==> config.mk <==
export PLATFORM = sky130hd
export DESIGN_NAME = rr_work_dispatcher
export DESIGN_NICKNAME = d
export VERILOG_FILES = /design/src/rtl/dispatch_pkg.sv /design/src/rtl/dispatch_fifo.sv /design/src/rtl/rr_work_dispatcher.sv
export SDC_FILE = /design/constraint.sdc
export NUM_CORES = 1
export LEC_CHECK = 0
export CORE_AREA = 2 2 64 66
export CTS_BUF_LIST = sky130_fd_sc_hd__clkbuf_16
export CTS_CLUSTER_DIAMETER = 40
export DETAILED_ROUTE_END_ITERATION = 10
export DIE_AREA = 0 0 66 68
export PLACE_DENSITY = 0.75
export SYNTH_ARGS = -nofsm -noshare
export SYNTH_HDL_FRONTEND = slang
export SYNTH_HIERARCHICAL = 1
export SYNTH_SLANG_ARGS = --single-unit
==> constraint.sdc <==
create_clock -name clk -period 3.25 [get_ports clk]
set_input_delay 0.8125 -clock clk [delete_from_list [all_inputs] [get_ports clk]]
set_output_delay 0.8125 -clock clk [all_outputs]
set_load 0.02 [all_outputs]
==> src/rtl/dispatch_pkg.sv <==
// Shared defaults and the round-robin pick helper for rr_work_dispatcher.
package dispatch_pkg;

  localparam int DEFAULT_NUM_CORES   = 4;
  localparam int DEFAULT_ITEM_W      = 4;
  localparam int DEFAULT_QUEUE_DEPTH = 4;

  // Upper bound on NUM_CORES that rr_pick can search.
  localparam int MAX_CORES = 32;

  typedef struct packed {
    logic found;
    int   idx;
  } pick_t;

  // First set bit of idle_mask at or after ptr, wrapping modulo n.
  function automatic pick_t rr_pick(input logic [MAX_CORES-1:0] idle_mask,
                                    input int ptr, input int n);
    pick_t r;
    int    c;
    r = '0;
    for (int k = 0; k < MAX_CORES; k++) begin
      if (k < n && !r.found) begin
        c = ptr + k;
        if (c >= n) c = c - n;
        if (idle_mask[c[4:0]]) begin
          r.found = 1'b1;
          r.idx   = c;
        end
      end
    end
    return r;
  endfunction

endpackage

==> src/rtl/dispatch_fifo.sv <==
// Synchronous FIFO holding pending work items; exposes the head and occupancy.
module dispatch_fifo #(
  parameter int WIDTH = 4,
  parameter int DEPTH = 4,
  localparam int PTR_W = $clog2(DEPTH),
  localparam int CNT_W = $clog2(DEPTH) + 1
) (
  input  logic             clk,
  input  logic             reset,
  input  logic             push,
  input  logic [WIDTH-1:0] push_data,
  input  logic             pop,
  output logic [WIDTH-1:0] head,
  output logic [CNT_W-1:0] count,
  output logic             full,
  output logic             empty
);

  logic [WIDTH-1:0] mem [DEPTH];
  logic [PTR_W-1:0] rd_ptr;
  logic [PTR_W-1:0] wr_ptr;

  assign head  = mem[rd_ptr];
  assign full  = (count == CNT_W'(DEPTH));
  assign empty = (count == '0);

  // Storage carries no reset; only pointers and count define contents.
  always_ff @(posedge clk) begin
    if (push) mem[wr_ptr] <= push_data;
  end

  always_ff @(posedge clk) begin
    if (reset) begin
      rd_ptr <= '0;
      wr_ptr <= '0;
      count  <= '0;
    end else begin
      if (push) wr_ptr <= wr_ptr + 1'b1;
      if (pop)  rd_ptr <= rd_ptr + 1'b1;
      case ({push, pop})
        2'b10:   count <= count + 1'b1;
        2'b01:   count <= count - 1'b1;
        default: count <= count;
      endcase
    end
  end

endmodule

==> src/rtl/rr_work_dispatcher.sv <==
// Round-robin work dispatcher: queues items and issues each to the next idle core.
// Optional DISPATCH_STATS_EN adds dispatch_count and stall_count outputs.
module rr_work_dispatcher
  import dispatch_pkg::*;
#(
  parameter int NUM_CORES   = DEFAULT_NUM_CORES,
  parameter int ITEM_W      = DEFAULT_ITEM_W,
  parameter int QUEUE_DEPTH = DEFAULT_QUEUE_DEPTH,
  localparam int CID_W = $clog2(NUM_CORES),
  localparam int QC_W  = $clog2(QUEUE_DEPTH) + 1
) (
  input  logic                 clk,
  input  logic                 reset,
  input  logic                 dispatch_enable,
  input  logic                 in_valid,
  output logic                 in_ready,
  input  logic [ITEM_W-1:0]    in_item,
  input  logic [NUM_CORES-1:0] core_done,
  output logic                 dispatch_valid,
  output logic [CID_W-1:0]     dispatch_core_id,
  output logic [NUM_CORES-1:0] dispatch_grant,
  output logic [ITEM_W-1:0]    dispatch_item,
  output logic [NUM_CORES-1:0] busy_mask,
  output logic [QC_W-1:0]      queue_count,
  output logic                 idle
`ifdef DISPATCH_STATS_EN
  ,
  output logic [31:0]          dispatch_count,
  output logic [31:0]          stall_count
`endif
);

  // Handshake: an item transfers on any edge where in_valid && in_ready;
  // in_ready follows only the registered count, so a full queue refuses
  // a push even when the head is popped in the same cycle.
  logic              fifo_push;
  logic              fifo_full;
  logic              fifo_empty;
  logic [ITEM_W-1:0] fifo_head;

  logic [CID_W-1:0]     rr_ptr;
  logic [CID_W-1:0]     win;
  logic [CID_W-1:0]     next_ptr;
  logic [NUM_CORES-1:0] win_onehot;
  logic [MAX_CORES-1:0] idle_wide;
  pick_t                pick;
  logic                 decide;

  assign fifo_push = in_valid && !fifo_full;
  assign in_ready  = !fifo_full;
  assign idle      = (queue_count == '0) && (busy_mask == '0);

  dispatch_fifo #(
    .WIDTH (ITEM_W),
    .DEPTH (QUEUE_DEPTH)
  ) u_fifo (
    .clk       (clk),
    .reset     (reset),
    .push      (fifo_push),
    .push_data (in_item),
    .pop       (decide),
    .head      (fifo_head),
    .count     (queue_count),
    .full      (fifo_full),
    .empty     (fifo_empty)
  );

  // Search runs on the registered busy mask, so a core freed this cycle
  // is only eligible from the next one.
  always_comb begin
    idle_wide                  = '0;
    idle_wide[NUM_CORES-1:0]   = ~busy_mask;
    pick       = rr_pick(idle_wide, 32'(rr_ptr), NUM_CORES);
    win        = CID_W'(pick.idx);
    decide     = dispatch_enable && !fifo_empty && pick.found;
    win_onehot = NUM_CORES'(1) << win;
    next_ptr   = (win == CID_W'(NUM_CORES - 1)) ? '0 : win + 1'b1;
  end

  always_ff @(posedge clk) begin
    if (reset) begin
      rr_ptr           <= '0;
      busy_mask        <= '0;
      dispatch_valid   <= 1'b0;
      dispatch_core_id <= '0;
      dispatch_grant   <= '0;
      dispatch_item    <= '0;
    end else begin
      busy_mask        <= (busy_mask & ~core_done) | (decide ? win_onehot : '0);
      dispatch_valid   <= decide;
      dispatch_core_id <= decide ? win : '0;
      dispatch_grant   <= decide ? win_onehot : '0;
      dispatch_item    <= decide ? fifo_head : '0;
      if (decide) rr_ptr <= next_ptr;
    end
  end

`ifdef DISPATCH_STATS_EN
  logic stall;
  assign stall = dispatch_enable && !fifo_empty && (&busy_mask);

  always_ff @(posedge clk) begin
    if (reset) begin
      dispatch_count <= '0;
      stall_count    <= '0;
    end else begin
      if (decide) dispatch_count <= dispatch_count + 32'd1;
      if (stall)  stall_count    <= stall_count + 32'd1;
    end
  end
`endif

endmodule
==> flow_summary.ini <==
[synthesis]
netlist_area_um2 = 1960
yosys.area_share.xor_xnor_pct = 2.23
synth_compound_area_share_pct = 9.83
synth_nets = 191
ys_ff_latch = 42
yosysUniqueCellTypes = 50
syn_area_per_cell_um2 = 11.7
ys_seq_area_share_pct = 51.1
synth_top_family_by_area = simple AND/OR/NAND/NOR gates
yosys.area_share.simple_pct = 13.5
synth-edff-count = 16
syn_inst = 167
synth.area.mux_share_pct = 9.19
async_reset_ff_share_pct = 0
synthAdderAreaFrac_pct = 8.04
synthFlopType = dfxtp_1
ys.warnings.count = 6

[layout]
regArea_um2 = 1000
synthToLayoutAreaGrowth_pct = 25.5
multi_input_area_um2 = 852
fillCellCount = 296
design_area_um2 = 2460
finalNetCount = 223
n_antenna_cell = 0
layout-drive-gt1-share_pct = 11.0

[floorplan]
ioPinCount = 32
core_um2 = 3860
start_util_pct = 50.8
row_count = 23
die_width_um = 66
die_area_um2 = 4490
die_y_um = 68

[critical_path]
critPathRequiredTime_ps = 3440
critPathLaunchType = flop
critPathMaxFanout = 12
r2r_slack_ps = 220
end_kind = flop
path_class = reg2reg
r2r_cells = 12
reg2reg_to = u_fifo/count[2]$_SDFFE_PP0P_
worst_ep_arrival_time_ps = 3220
r2r-start = rr_ptr[1]$_SDFFE_PP0P_

[job]
drv_cap = 0

[clock_tree]
ctsRootBufferMaster = clkbuf_16
cts_hold_buffers = 0
cts_buffers = 5
htreeDepth = 2
cts_buffer_depth = 2
clock_latency_ps = 280
cts_tree = yes
clk_pin_slew_ps = 60
clkSinkCount = 42

[place]
place_congestion = 0.840
port_buffers = 31
dp_hpwl_um = 2640
place_area_um2 = 2300

[grt]
overflow = 0
grt_first_pass_wirelength_um = 5850
first_global_vias = 1316
grt_use_total_pct = 17.9
antenna_found_initial = 0
grt_start_max_net_pins = 27

[timing]
skew_ps = 2.93
fin_setup_tns_ps = 0
worst_pin_slew_ps = 830
timing.slew.headroom_pct = 44.5
clock.fmax_ghz = 0.330
maxSlewViolCount = 0
finalHoldViolations = 0
setup_viol = 0
post-route-period-util_pct = 93.2
fin_crit_ps = 3030

[routing]
drtAntennaViolNets = 0
post_drt_wl_per_cell_um = 14.6
dr_total_vias = 1341
drc = 0
vias_per_cell = 5.36
wirelength_um = 3660
dr.first_iter.drc_count = 71
drtPass1Iterations = 4

[pwr]
static-leakage-power_nw = 0.918
p_per_area_nw_per_um2 = 880
peakVddDrop_v = 0.000439
total_power_mw = 2.17

[worst_hold_path]
holdCritPathClass = reg2reg
worstHoldStart = u_fifo/rd_ptr[1]$_SDFFE_PP0P_
hold_depth = 2

[run_status]
status = finished, final reports clean
[through the flow]
stage	std cells	setup WS [ps]	util [%]	hold WS (ps)
floorplan	167	347	-	485
global placement	242	228	59.6	510
detailed placement	242	118	59.6	512
CTS	250	73.4	63.5	531
global route	250	-1.17	63.8	582
finish	250	222	63.8	526
[power by group]
group / switching (mW) / internal (mW)
sequential: 0.0880 / 0.657
combinational: 0.490 / 0.447
clock: 0.196 / 0.288
total: 0.774 / 1.39
[final cells by class]
type / count / area share, %
Sequential cell: 42 / 40.7
Tap cell: 50 / 2.54
Timing Repair Buffer: 34 / 13.5
Inverter: 17 / 2.59
Multi-Input combinational cell: 99 / 34.6
Clock buffer: 5 / 5.08
Clock inverter: 3 / 0.966
[worst max-delay path by stage]
stage	startpoint	end	slack, ps	depth (start not counted)
3_3_place_gp	dispatch_enable	u_fifo/count[2]$_SDFFE_PP0P_	230	11
6_report	rr_ptr[1]$_SDFFE_PP0P_	u_fifo/count[2]$_SDFFE_PP0P_	220	12
4_1_cts	rr_ptr[1]$_SDFFE_PP0P_	u_fifo/count[2]$_SDFFE_PP0P_	70	12
5_1_grt	rr_ptr[1]$_SDFFE_PP0P_	u_fifo/count[2]$_SDFFE_PP0P_	-1	12
3_5_place_dp	rr_ptr[1]$_SDFFE_PP0P_	u_fifo/count[2]$_SDFFE_PP0P_	120	12
2_1_floorplan	rr_ptr[0]$_SDFFE_PP0P_	u_fifo/count[2]$_SDFFE_PP0P_	350	14
[worst max-delay path, cell delays in order, from the launching register on]
cell	delay, ps
dfxtp_1	410
inv_1	140
ha_4	370
mux2i_1	260
a2bb2oi_1	290
a22oi_4	90
inv_2	110
ha_1	190
inv_1	60
fa_1	380
xor2_1	160
or3_1	320
a21oi_1	160
[cell families after synthesis]
kind of cell,count (synthesis)
and+or+nand+nor,46
DFF,42
buffers and inverters,26
AOI/OAI and AO/OA,24
muxes,12
adders and majority gates,12
xor gates and xnor gates,5
[timing repair]
action                     CTS  global route
buffers inserted             0             0
gates resized for setup      0             2
setup endpoints to repair    0             1
[cells in the final DEF (no fill, tap or decap), types with 2 or more instances in the layout]
cell type / netlist / routed
mux2_2: 2 / 2
nor3b_1: 4 / 4
xor2_1: 3 / 3
and3_1: 2 / 2
clkbuf_16: 0 / 5
o32ai_1: 4 / 4
nand2b_1: 8 / 8
inv_1: 16 / 16
nor4_1: 2 / 2
mux4_1: 2 / 2
xnor2_1: 2 / 2
mux4_2: 2 / 2
a2bb2oi_1: 2 / 2
dfxtp_1: 26 / 26
edfxtp_1: 16 / 16
clkdlybuf4s50_1: 0 / 31
ha_1: 11 / 10
nor2_1: 13 / 13
a22oi_1: 2 / 2
buf_4: 1 / 3
mux2i_1: 6 / 6
a21oi_1: 5 / 5
and2_1: 4 / 4
nor3_1: 3 / 3
[synth_stat cells (2+ instances only)]
cell type / number / area, µm²
nor3b_1: 4 / 30.0
xor2_1: 3 / 26.3
nor2_1: 13 / 48.8
and3_1: 2 / 12.5
inv_1: 16 / 60.1
a21oi_1: 5 / 25.0
a22oi_1: 2 / 15.0
edfxtp_1: 16 / 480
and2_1: 4 / 25.0
clkbuf_1: 2 / 7.51
o32ai_1: 4 / 35.0
mux2i_1: 6 / 60.1
mux4_2: 2 / 45.0
buf_2: 2 / 10.0
a2bb2oi_1: 2 / 17.5
nor4_1: 2 / 12.5
mux4_1: 2 / 52.6
dfxtp_1: 26 / 521
xnor2_1: 2 / 17.5
nor3_1: 3 / 15.0
nand2b_1: 8 / 50.1
ha_1: 11 / 138
buf_6: 2 / 22.5
mux2_2: 2 / 22.5
[metal layers]
metal	part of all wire [%]	vias up	global-route usage (%)
li1	-	662	-
met5	0	-	0
met4	1.5	0	8.42
met2	53	32	33.1
met3	3.7	5	4.11
met1	42	642	19.3
[sequential cells by signal (all words and copies together) (netlist names), named ones only]
register and count:
u_fifo/mem 16, busy_mask 4, dispatch_grant 4, dispatch_item 4, u_fifo/count 3, dispatch_core_id 2
rr_ptr 2, u_fifo/rd_ptr 2, u_fifo/wr_ptr 2, dispatch_valid 1
Note: power is estimated with default switching activity, not from simulation.
